### src/rtl/uart_echo_buffered.sv
// uart_echo_buffered
//
// Serial loopback and diagnostics block. Frames received on rx are
// deserialised, checked for framing and parity problems and stored in a
// circular FIFO. A transmitter drains the FIFO and retransmits each word
// unchanged on tx. Problems are recorded in sticky flags.
//
// Parameters
//   TICK_DIVISOR     clocks per 16x oversample tick
//   DATA_BITS        data bits per frame (5..9)
//   PARITY           0 none, 1 odd, 2 even
//   STOP_BITS        stop bits generated by the transmitter (1 or 2)
//   FIFO_DEPTH_LOG2  FIFO holds 2**FIFO_DEPTH_LOG2 words
//
// Ports
//   clock         system clock, rising edge
//   reset         synchronous, active-low reset
//   rx            asynchronous serial input, idles high
//   tx_hold       while high the transmitter does not start a new frame
//   clear_errors  one-cycle pulse clearing the sticky flags
//   tx            serial output, idles high
//   tx_busy       transmitter is not idle
//   fifo_count    words currently buffered
//   frame_error   sticky: a stop bit was sampled low
//   parity_error  sticky: a parity mismatch was seen
//   overflow      sticky: a word was dropped because the FIFO was full
//
// RX FSM
//   state     | meaning
//   RX_IDLE   | waiting for a low rx at a tick
//   RX_START  | checking the start bit at its centre
//   RX_DATA   | sampling DATA_BITS data bits, LSB first
//   RX_PARITY | sampling the parity bit
//   RX_STOP   | sampling the first stop bit, then push or discard
//
// TX FSM
//   state     | meaning
//   TX_IDLE   | waiting for a buffered word and tx_hold low
//   TX_START  | driving the start bit
//   TX_DATA   | driving data bits, LSB first
//   TX_PARITY | driving the parity bit
//   TX_STOP   | driving STOP_BITS stop bits

module uart_echo_buffered #(
    parameter int TICK_DIVISOR    = 163,
    parameter int DATA_BITS       = 8,
    parameter int PARITY          = 0,
    parameter int STOP_BITS       = 1,
    parameter int FIFO_DEPTH_LOG2 = 4
) (
    input  logic                       clock,
    input  logic                       reset,
    input  logic                       rx,
    input  logic                       tx_hold,
    input  logic                       clear_errors,
    output logic                       tx,
    output logic                       tx_busy,
    output logic [FIFO_DEPTH_LOG2:0]   fifo_count,
    output logic                       frame_error,
    output logic                       parity_error,
    output logic                       overflow
);

    localparam int TW    = (TICK_DIVISOR > 1) ? $clog2(TICK_DIVISOR) : 1;
    localparam int CW    = FIFO_DEPTH_LOG2 + 1;
    localparam int DEPTH = 1 << FIFO_DEPTH_LOG2;

    localparam logic [TW-1:0] TICK_LAST = TW'(TICK_DIVISOR - 1);
    localparam logic [3:0]    LAST_BIT  = 4'(DATA_BITS - 1);
    localparam logic [5:0]    STOP_LAST = 6'(STOP_BITS * 16 - 1);
    localparam logic [CW-1:0] FULL_CNT  = CW'(DEPTH);

    // ------------------------------------------------------------------
    // Oversample tick, shared by both directions
    // ------------------------------------------------------------------
    logic [TW-1:0] tick_cnt;
    logic          tick;

    assign tick = (tick_cnt == TICK_LAST);

    always_ff @(posedge clock) begin
        if (!reset) begin
            tick_cnt <= '0;
        end else if (tick) begin
            tick_cnt <= '0;
        end else begin
            tick_cnt <= tick_cnt + 1'b1;
        end
    end

    // ------------------------------------------------------------------
    // rx synchroniser, resets to the idle level
    // ------------------------------------------------------------------
    logic rx_meta;
    logic rx_sync;

    always_ff @(posedge clock) begin
        if (!reset) begin
            rx_meta <= 1'b1;
            rx_sync <= 1'b1;
        end else begin
            rx_meta <= rx;
            rx_sync <= rx_meta;
        end
    end

    // ------------------------------------------------------------------
    // Receiver
    // ------------------------------------------------------------------
    typedef enum logic [2:0] {
        RX_IDLE,
        RX_START,
        RX_DATA,
        RX_PARITY,
        RX_STOP
    } rx_state_t;

    rx_state_t             rx_state, rx_state_nxt;
    logic [3:0]            rx_tcnt, rx_tcnt_nxt;
    logic [3:0]            rx_bcnt, rx_bcnt_nxt;
    logic [DATA_BITS-1:0]  rx_shift, rx_shift_nxt;
    logic                  rx_bad, rx_bad_nxt;
    logic                  rx_par_exp;
    logic                  push;
    logic                  frame_set;
    logic                  parity_set;

    // Value the parity bit must carry for the word just received.
    assign rx_par_exp = (PARITY == 1) ? ~(^rx_shift) : (^rx_shift);

    always_ff @(posedge clock) begin
        if (!reset) begin
            rx_state <= RX_IDLE;
            rx_tcnt  <= '0;
            rx_bcnt  <= '0;
            rx_shift <= '0;
            rx_bad   <= 1'b0;
        end else begin
            rx_state <= rx_state_nxt;
            rx_tcnt  <= rx_tcnt_nxt;
            rx_bcnt  <= rx_bcnt_nxt;
            rx_shift <= rx_shift_nxt;
            rx_bad   <= rx_bad_nxt;
        end
    end

    always_comb begin
        rx_state_nxt = rx_state;
        rx_tcnt_nxt  = rx_tcnt;
        rx_bcnt_nxt  = rx_bcnt;
        rx_shift_nxt = rx_shift;
        rx_bad_nxt   = rx_bad;
        push         = 1'b0;
        frame_set    = 1'b0;
        parity_set   = 1'b0;

        if (tick) begin
            rx_tcnt_nxt = rx_tcnt + 4'd1;
            case (rx_state)
                RX_IDLE: begin
                    rx_tcnt_nxt = '0;
                    if (!rx_sync) begin
                        rx_state_nxt = RX_START;
                        rx_bcnt_nxt  = '0;
                        rx_bad_nxt   = 1'b0;
                    end
                end
                RX_START: begin
                    // Centre of the start bit; a high line here was a glitch.
                    if (rx_tcnt == 4'd7) begin
                        rx_tcnt_nxt  = '0;
                        rx_state_nxt = rx_sync ? RX_IDLE : RX_DATA;
                    end
                end
                RX_DATA: begin
                    if (rx_tcnt == 4'd15) begin
                        rx_shift_nxt = {rx_sync, rx_shift[DATA_BITS-1:1]};
                        if (rx_bcnt == LAST_BIT) begin
                            rx_state_nxt = (PARITY != 0) ? RX_PARITY : RX_STOP;
                        end else begin
                            rx_bcnt_nxt = rx_bcnt + 4'd1;
                        end
                    end
                end
                RX_PARITY: begin
                    if (rx_tcnt == 4'd15) begin
                        rx_bad_nxt   = (rx_sync != rx_par_exp);
                        rx_state_nxt = RX_STOP;
                    end
                end
                RX_STOP: begin
                    // Only the first stop bit is checked; any further stop
                    // bits are simply idle line to the receiver.
                    if (rx_tcnt == 4'd15) begin
                        rx_state_nxt = RX_IDLE;
                        if (!rx_sync) begin
                            frame_set = 1'b1;
                        end else if (rx_bad) begin
                            parity_set = 1'b1;
                        end else begin
                            push = 1'b1;
                        end
                    end
                end
                default: rx_state_nxt = RX_IDLE;
            endcase
        end
    end

    // ------------------------------------------------------------------
    // FIFO
    // ------------------------------------------------------------------
    logic [DATA_BITS-1:0]       mem [DEPTH];
    logic [FIFO_DEPTH_LOG2-1:0] wr_ptr;
    logic [FIFO_DEPTH_LOG2-1:0] rd_ptr;
    logic [CW-1:0]              count;
    logic                       full;
    logic                       pop;
    logic                       wr_en;
    logic                       overflow_set;
    logic [DATA_BITS-1:0]       head;

    assign full         = (count == FULL_CNT);
    // A simultaneous pop frees a slot, so a full FIFO still accepts the word.
    assign wr_en        = push && (!full || pop);
    assign overflow_set = push && full && !pop;
    assign head         = mem[rd_ptr];

    always_ff @(posedge clock) begin
        if (wr_en) begin
            mem[wr_ptr] <= rx_shift;
        end
    end

    always_ff @(posedge clock) begin
        if (!reset) begin
            wr_ptr <= '0;
            rd_ptr <= '0;
            count  <= '0;
        end else begin
            if (wr_en) begin
                wr_ptr <= wr_ptr + 1'b1;
            end
            if (pop) begin
                rd_ptr <= rd_ptr + 1'b1;
            end
            case ({wr_en, pop})
                2'b10:   count <= count + 1'b1;
                2'b01:   count <= count - 1'b1;
                default: count <= count;
            endcase
        end
    end

    // ------------------------------------------------------------------
    // Transmitter
    // ------------------------------------------------------------------
    typedef enum logic [2:0] {
        TX_IDLE,
        TX_START,
        TX_DATA,
        TX_PARITY,
        TX_STOP
    } tx_state_t;

    tx_state_t             tx_state, tx_state_nxt;
    logic [5:0]            tx_tcnt, tx_tcnt_nxt;
    logic [3:0]            tx_bcnt, tx_bcnt_nxt;
    logic [DATA_BITS-1:0]  tx_data, tx_data_nxt;
    logic                  tx_par, tx_par_nxt;
    logic                  tx_bit, tx_bit_nxt;

    always_ff @(posedge clock) begin
        if (!reset) begin
            tx_state <= TX_IDLE;
            tx_tcnt  <= '0;
            tx_bcnt  <= '0;
            tx_data  <= '0;
            tx_par   <= 1'b0;
            tx_bit   <= 1'b1;
        end else begin
            tx_state <= tx_state_nxt;
            tx_tcnt  <= tx_tcnt_nxt;
            tx_bcnt  <= tx_bcnt_nxt;
            tx_data  <= tx_data_nxt;
            tx_par   <= tx_par_nxt;
            tx_bit   <= tx_bit_nxt;
        end
    end

    always_comb begin
        tx_state_nxt = tx_state;
        tx_tcnt_nxt  = tx_tcnt;
        tx_bcnt_nxt  = tx_bcnt;
        tx_data_nxt  = tx_data;
        tx_par_nxt   = tx_par;
        tx_bit_nxt   = tx_bit;
        pop          = 1'b0;

        if (tick) begin
            tx_tcnt_nxt = tx_tcnt + 6'd1;
            case (tx_state)
                TX_IDLE: begin
                    tx_tcnt_nxt = '0;
                    tx_bit_nxt  = 1'b1;
                    if ((count != '0) && !tx_hold) begin
                        pop          = 1'b1;
                        tx_data_nxt  = head;
                        tx_par_nxt   = (PARITY == 1) ? ~(^head) : (^head);
                        tx_bit_nxt   = 1'b0;
                        tx_state_nxt = TX_START;
                    end
                end
                TX_START: begin
                    if (tx_tcnt == 6'd15) begin
                        tx_tcnt_nxt  = '0;
                        tx_bcnt_nxt  = '0;
                        tx_bit_nxt   = tx_data[0];
                        tx_state_nxt = TX_DATA;
                    end
                end
                TX_DATA: begin
                    if (tx_tcnt == 6'd15) begin
                        tx_tcnt_nxt = '0;
                        if (tx_bcnt == LAST_BIT) begin
                            if (PARITY != 0) begin
                                tx_bit_nxt   = tx_par;
                                tx_state_nxt = TX_PARITY;
                            end else begin
                                tx_bit_nxt   = 1'b1;
                                tx_state_nxt = TX_STOP;
                            end
                        end else begin
                            tx_bcnt_nxt = tx_bcnt + 4'd1;
                            tx_data_nxt = tx_data >> 1;
                            tx_bit_nxt  = tx_data[1];
                        end
                    end
                end
                TX_PARITY: begin
                    if (tx_tcnt == 6'd15) begin
                        tx_tcnt_nxt  = '0;
                        tx_bit_nxt   = 1'b1;
                        tx_state_nxt = TX_STOP;
                    end
                end
                TX_STOP: begin
                    if (tx_tcnt == STOP_LAST) begin
                        tx_tcnt_nxt  = '0;
                        tx_bit_nxt   = 1'b1;
                        tx_state_nxt = TX_IDLE;
                    end
                end
                default: begin
                    tx_bit_nxt   = 1'b1;
                    tx_state_nxt = TX_IDLE;
                end
            endcase
        end
    end

    // ------------------------------------------------------------------
    // Sticky flags: a set in the same cycle as a clear wins
    // ------------------------------------------------------------------
    always_ff @(posedge clock) begin
        if (!reset) begin
            frame_error  <= 1'b0;
            parity_error <= 1'b0;
            overflow     <= 1'b0;
        end else begin
            frame_error  <= frame_set    | (frame_error  & ~clear_errors);
            parity_error <= parity_set   | (parity_error & ~clear_errors);
            overflow     <= overflow_set | (overflow     & ~clear_errors);
        end
    end

    assign tx         = tx_bit;
    assign tx_busy    = (tx_state != TX_IDLE);
    assign fifo_count = count;

endmodule

### config.mk
export PLATFORM = sky130hd
export DESIGN_NAME = uart_echo_buffered
export DESIGN_NICKNAME = d
export VERILOG_FILES = /design/src/rtl/uart_echo_buffered.sv
export SDC_FILE = /design/constraint.sdc
export NUM_CORES = 1
export LEC_CHECK = 0
export BUFFER_PORTS_ARGS = -buffer_cell sky130_fd_sc_hd__buf_4
export CAP_MARGIN = 20
export CORE_MARGIN = 2
export CORE_UTILIZATION = 60
export DETAILED_ROUTE_END_ITERATION = 16
export GPL_ROUTABILITY_DRIVEN = 0
export PLACE_DENSITY = 0.77
export SYNTH_ARGS = -nofsm -noshare
export SYNTH_HDL_FRONTEND = slang
export SYNTH_SLANG_ARGS = --single-unit
### constraint.sdc
create_clock -name clock -period 3.7 [get_ports clock]
set_input_delay 0 -clock clock [delete_from_list [all_inputs] [get_ports clock]]
set_output_delay 0 -clock clock [all_outputs]
set_load 0.02 [all_outputs]
==> run_results.csv, run 1 <==
group,metric,value,unit
detailed_routing,drc,0,
final_layout,fin_nets,694,
synthesis,avgSynthCellArea,13.03,µm²
clocking,cts_root_buf,"clkbuf_16",
clocking,post-cts-setup-buffers,0,
synthesis,syn_nets,673,
final_layout,multi_input_area,3053,µm²
floorplan,die_y,123.1,µm
final_layout,num_antenna_cells,0,
pwr,power_leakage,3.175,nW
sta,skew,18.71,ps
global_routing,grt_overflow,0,
setup_path,crit_required,4060,ps
floorplan,core,13880,µm²
sta,tightest_slew,999.7,ps
clocking,ctsResizeCount,0,
setup_path,ff2ff_setup_slack,480,ps
final_layout,final_cells,867,
detailed_routing,ant_nets,0,
clocking,cts_buffers,17,
clocking,cts_tree,"built",
setup_path,endpoint,"fifo_count[4]",
sta,slew_headroom,33.28,%
detailed_routing,vias,5441,
pwr,powerDensity,444.8,nW/µm²
global_routing,grt_max_degree,43,
setup_path,cp-start-kind,"register",
detailed_routing,drt-met1-wl,7.458,mm
pwr,vdd_ir_drop_max,0.3615,mV
setup_path,path_buf_inv,0,
detailed_routing,wire_per_inst,20.50,µm
sta,hold_viol_final,0,
sta,setup_viol,0,
clocking,htreeDepth,4,
detailed_routing,dr.pass1.iters,6,
setup_path,cp_max_fo,8,
setup_path,critPathTopFamily,"simple AND/OR/NAND/NOR gates",
sta,min_period,3222,ps
global_routing,antenna_found_initial,0,
place,dp_cells,831,
global_routing,grt_pass1_wl,27.78,mm
sta,max_freq,310.4,MHz
synthesis,syn_area,8511,µm²
global_routing,grt.total_usage,24.99,%
outcome,status,"completed",
setup_path,critPathCaptureType,"register",
setup_path,path_depth,11,
floorplan,start_util,61.31,%
sta,drv_slew,0,
setup_path,r2r_end,"fifo_count[4]",
clocking,clk_pin_slew_worst_paths,60,ps
detailed_routing,via_per_inst,6.276,
final_layout,fillCellCount,957,
clocking,hold_buffers,4,
clocking,clk_path_buf_depth,2,
final_layout,drive_gt1_share,13.97,%
synthesis,ys.flop_type,"edfxtp_1",
place,portBuffers,14,
clocking,clock_latency,440,ps
synthesis,syn_inst,653,
synthesis,ys_warn_count,0,
final_layout,seqCellArea,5286,µm²
detailed_routing,wl,17.77,mm
hold_path,min-delay-start,"tx_hold",
clocking,cts.sinks,200,
setup_path,crit_top_cell,"a21oi_1",
floorplan,rows,43,
detailed_routing,top_layer,"met4",
job,maxCapViolations,0,
place,dp_hpwl,11.92,mm
setup_path,critPathMaxStageDelay,460,ps
setup_path,worstSetupPathType,"register to register",
floorplan,die_area,15150,µm²
setup_path,cp_slowest_cell,"and4b_1",
synthesis,ys_async_sr_fraction,0,%
detailed_routing,dr_wl_met2,8.723,mm
setup_path,r2r_cells,11,
final_layout,area_growth,11.13,%
setup_path,crit_chain,"ha_1, nand3_1, nor3_2, and4b_1, nor2_1, fa_1, a21o_1, a21oi_1, a21oi_1, a22oi_1, mux2i_1",
global_routing,grt_pass1_vias,5221,
synthesis,synth_seq_area_share,62.10,%
floorplan,die_x,123.1,µm
setup_path,r2r_start,"rx_tcnt[0]",
setup_path,cp_data_arrival_time,3580,ps
detailed_routing,wl_met3,1.202,mm
setup_path,startpoint,"rx_tcnt[0]",
sta,fin_setup_tns,0,ps
floorplan,pin_count,15,
sta,final.period_utilization,87.08,%
synthesis,synth-edff-count,128,
synthesis,synth_seq_cells,200,
sta,grt_setup_unrepaired,"false",
detailed_routing,drt-initial-drc-count,590,
synthesis,synth_cell_types,56,
hold_path,hold_path.class,"input port to register",
[worst min path at each step]
stage	endpoint	slack [ps]	cells after the start
floorplan	rx_meta	100	1
global placement	rx_meta	190	2
detailed placement	rx_meta	190	2
CTS	tx_state[0]	60	4
global route	rd_ptr[2]	120	5
finish	tx_state[0]	80	4
[worst register-to-register path, delay by kind of cell, from the launching register on]
family                     cells  cell delay, ps
AOI/OAI and AO/OA              4             660
DFF                            1             370
adders and majority gates      2             690
muxes                          1             220
and+or+nand+nor                4            1210
[state kept, by name, indices dropped and copies added (netlist names), 3 cells and up, named ones only]
name        count
rx_tcnt         4
tx_state        3
rx_bcnt         4
wr_ptr          4
rx_shift        8
tx_bcnt         4
rd_ptr          4
tx_tcnt         6
fifo_count      5
mem           128
tx_data         8
rx_state        3
tick_cnt        8
[final cells by class]
cell class              instances  share of cell area (%)
clock inverters                11                   1.296
repair buffers                 34                   2.805
clock buffers                  21                   4.868
well taps                     180                   2.381
flip-flops and latches        200                   55.89
inverters                      12                  0.4763
multi-input cells             409                   32.28
[placed cells by master (no fill, tap or decap), types with 12 or more instances in the layout]
cell | Yosys | layout
a221oi_1 | 16 | 16
inv_1 | 12 | 12
clkbuf_16 | 0 | 17
mux4_2 | 21 | 21
nor2_1 | 58 | 58
xor2_1 | 12 | 12
mux2i_1 | 38 | 38
nand3_1 | 38 | 38
dfxtp_1 | 72 | 71
xnor2_1 | 14 | 14
ha_1 | 14 | 14
edfxtp_1 | 128 | 128
a21oi_1 | 33 | 33
nand2_1 | 41 | 41
o21ai_0 | 12 | 12
buf_4 | 0 | 30
[Yosys cell counts, types with 14 or more instances]
| library cell | count | area share, % |
|---|---|---|
| mux4_2 | 21 | 5.6 |
| nand3_1 | 38 | 2.2 |
| xnor2_1 | 14 | 1.4 |
| ha_1 | 14 | 2.1 |
| edfxtp_1 | 128 | 45 |
| nand2_1 | 41 | 1.8 |
| mux2i_1 | 38 | 4.5 |
| a21oi_1 | 33 | 1.9 |
| dfxtp_1 | 72 | 17 |
| nor2_1 | 58 | 2.6 |
| clkbuf_1 | 22 | 0.97 |
| a221oi_1 | 16 | 1.6 |
[per-stage QoR]
step | area [µm²] | utilization (%) | power (mW) | hold slack, ps | setup WS, ps
2_1_floorplan | 8511 | - | 2.421 | 101.5 | 899.6
3_3_place_gp | 8835 | 63.65 | 2.429 | 187.2 | 736.8
3_5_place_dp | 8835 | 63.65 | 2.431 | 187.0 | 586.9
4_1_cts | 9458 | 68.14 | 4.228 | 55.02 | 515.1
5_1_grt | 9458 | 68.14 | 4.311 | 122.2 | 302.7
6_report | 9458 | 68.14 | 4.207 | 78.05 | 478.2
[logic make-up after synthesis]
family / after synthesis / synth area share, %
flip-flops: 200 / 62.10
adder cells (fa/ha/maj): 16 / 2.411
buffers and inverters: 44 / 2.029
XOR/XNOR: 26 / 2.676
AND/OR/NAND/NOR: 205 / 12.03
AO/OA/AOI/OAI: 102 / 8.600
multiplexers: 60 / 10.16
[where the power goes]
group / switching [mW] / total [mW] / internal [mW]
sequential: 0.00389 / 2.35 / 2.35
combinational: 0.0216 / 0.0337 / 0.0121
clock: 0.788 / 1.82 / 1.03
total: 0.814 / 4.21 / 3.39
[layer usage]
metal	track usage [%]	vias up
met4	9.588	0
li1	-	2516
met3	5.720	33
met2	39.95	214
met5	0	-
met1	33.62	2678
Power figures use the tool's default switching activity.
==> run 2: changes to the inputs <==
--- a/config.mk
+++ b/config.mk
@@ -7,6 +7,7 @@
 export LEC_CHECK = 0
 export BUFFER_PORTS_ARGS = -buffer_cell sky130_fd_sc_hd__buf_4
 export CAP_MARGIN = 20
+export CORE_ASPECT_RATIO = 0.75
 export CORE_MARGIN = 2
 export CORE_UTILIZATION = 60
 export DETAILED_ROUTE_END_ITERATION = 16
==> run 2 against run 1 <==
Non-clock buffer count is 6 lower. Sequential power hardly changed. Fmax is 0.26% higher. Wire length is 1.2% higher. Core utilization is 0.17 points higher. Count of clock-buffer cells in the layout is 3 lower. Critical path depth is 1 higher. Largest power group unchanged.
==> run_results.csv, run 2 (synthesis gave the netlist of run 1 again) <==
group,metric,value,unit
outcome,status,"completed",
pwr,powerDensity,450.7,nW/µm²
pwr,clkPwrFrac,43.8,%
setup_path,cp_max_fo,8,
pwr,vdd_ir_drop_max,0.4849,mV
detailed_routing,drc,0,
sta,grt_setup_unrepaired,"false",
clocking,htreeDepth,4,
detailed_routing,wire_per_inst,21.02,µm
detailed_routing,drt-met1-wl,7.802,mm
sta,hold_viol_final,0,
setup_path,r2r_end,"fifo_count[4]",
hold_path,min_to,"rd_ptr[2]",
clocking,clk_pin_slew_worst_paths,70,ps
detailed_routing,via_per_inst,6.389,
pwr,seqPwrFrac,55.4,%
final_layout,drive_gt1_share,13.36,%
global_routing,antenna_found_initial,0,
setup_path,cp_data_arrival_time,3590,ps
clocking,cts_root_buf,"clkbuf_16",
floorplan,die_area,15160,µm²
detailed_routing,wl,17.99,mm
detailed_routing,top_layer,"met4",
setup_path,path_buf_inv,1,
pwr,intPower,3.373,mW
pwr,switching_power,0.8732,mW
place,dp_hpwl,11.79,mm
sta,slew_headroom,41.58,%
clocking,cts_tree,"built",
setup_path,cp_slowest_cell,"and4b_1",
setup_path,cp-start-kind,"register",
final_layout,area_growth,10.72,%
setup_path,critPathCaptureType,"register",
final_layout,stdcell_area,9423,µm²
sta,fin_setup_tns,0,ps
sta,drv_slew,0,
sta,tightest_slew,875.1,ps
sta,max_freq,311.2,MHz
hold_path,min-delay-start,"tx_hold",
floorplan,rows,37,
pwr,p_comb_share,0.8,%
clocking,cts.sinks,200,
final_layout,layout_commonest_cell,"edfxtp_1",
pwr,power_leakage,3.145,nW
setup_path,critPathMaxStageDelay,460,ps
clocking,hold_buffers,4,
floorplan,start_util,61.69,%
clocking,post-cts-setup-buffers,0,
sta,min_period,3214,ps
global_routing,grt_max_degree,43,
setup_path,crit_top_cell,"a21oi_1",
global_routing,grt.total_usage,25.23,%
global_routing,grt_pass1_wl,28.41,mm
detailed_routing,dr_wl_met2,8.518,mm
hold_path,hold_path.class,"input port to register",
final_layout,largest_reg_flops,128,
detailed_routing,drt-initial-drc-count,563,
detailed_routing,vias,5469,
floorplan,die_x,141.5,µm
setup_path,crit_required,4080,ps
setup_path,ff2ff_setup_slack,490,ps
setup_path,r2r_cells,12,
final_layout,largest_register,"mem",
setup_path,worstSetupPathType,"register to register",
place,dpl_cell_area,8796,µm²
global_routing,grt_pass1_vias,5208,
clocking,cts_buffers,17,
sta,setup_viol,0,
final_layout,fin_nets,688,
final_layout,final_cell_mix,"edfxtp_1, dfxtp_1, nor2_1, nand2_1",
clocking,clock_latency,440,ps
clocking,clk_path_buf_depth,2,
hold_path,hold_depth,5,
detailed_routing,ant_nets,0,
floorplan,core,13800,µm²
clocking,ctsResizeCount,0,
floorplan,die_y,107.1,µm
detailed_routing,wl_met3,1.481,mm
sta,skew,12.89,ps
setup_path,r2r_start,"tick_cnt[0]",
detailed_routing,dr.pass1.iters,5,
setup_path,crit_chain,"inv_1, ha_1, nand4bb_1, nor3_2, and4b_1, nor2_1, fa_1, a21o_1, a21oi_1, a21oi_1, a22oi_1, mux2i_1",
setup_path,critPathTopFamily,"simple AND/OR/NAND/NOR gates",
place,portBuffers,14,
global_routing,grt_overflow,0,
pwr,swShare,20.56,%
final_layout,num_antenna_cells,0,
sta,final.period_utilization,86.85,%
job,maxCapViolations,0,
floorplan,pin_count,15,
## run 2: cell types whose count changed in the layout (fill, tap and decap cells not counted)
cell        previous run  this run
clkbuf_8               2         0
clkinvlp_4             0         1
inv_6                  2         6
clkinv_4               1         0
clkbuf_1               2         1
buf_4                 30        23
inv_8                  1         2
buf_12                 0         1
clkinvlp_2             2         1
clkinv_2               3         2
## run 2: cell type report
type	instances	area (µm²)
Multi-Input combinational cell	409	3053
Timing Repair Buffer	28	232.7
Inverter	12	45.04
Clock inverter	14	157.7
Tap cell	175	219.0
Sequential cell	200	5286
Clock buffer	18	429.2
Fill cell	945	4373
## run 2: through the flow
stage,hold slack [ps],setup slack [ps],power (mW),std cells,utilization (%)
floorplan,101.5,899.6,2.421,653,-
global placement,185.6,717.3,2.430,820,63.76
detailed placement,190.4,562.1,2.432,820,63.76
CTS,69.32,528.8,4.257,856,68.30
global route,114.0,197.2,4.343,856,68.30
finish,89.14,486.4,4.247,856,68.30
## run 2: worst max-delay path by stage
| stage | to | from | depth (start not counted) | slack [ps] |
|---|---|---|---|---|
| 6_report | fifo_count[4] | tick_cnt[0] | 12 | 490 |
| 5_1_grt | fifo_count[4] | tick_cnt[0] | 12 | 200 |
| 4_1_cts | fifo_count[4] | tick_cnt[0] | 12 | 530 |
| 3_5_place_dp | fifo_count[4] | tick_cnt[0] | 12 | 560 |
| 3_3_place_gp | fifo_count[4] | tick_cnt[0] | 12 | 720 |
| 2_1_floorplan | fifo_count[4] | tick_cnt[6] | 11 | 900 |
## run 2: layer usage
metal,up-vias,GRT usage (%)
li1,2505,-
met1,2717,36.46
met2,230,38.97
met3,17,6.119
met4,0,6.429
met5,-,0
## run 2: power by group through the flow
stage | sequential (mW) | clock [mW] | combinational (mW)
floorplan | 2.40 | 0 | 0.0221
global placement | 2.40 | 0 | 0.0297
detailed placement | 2.40 | 0 | 0.0307
CTS | 2.35 | 1.87 | 0.0342
global route | 2.35 | 1.95 | 0.0380
finish | 2.35 | 1.86 | 0.0343
## run 2: tightest hold or removal path, cell delays in order
cell	delay, ps
buf_4	90
a21oi_1	90
nand4_1	130
xor2_1	60
nor2_1	100
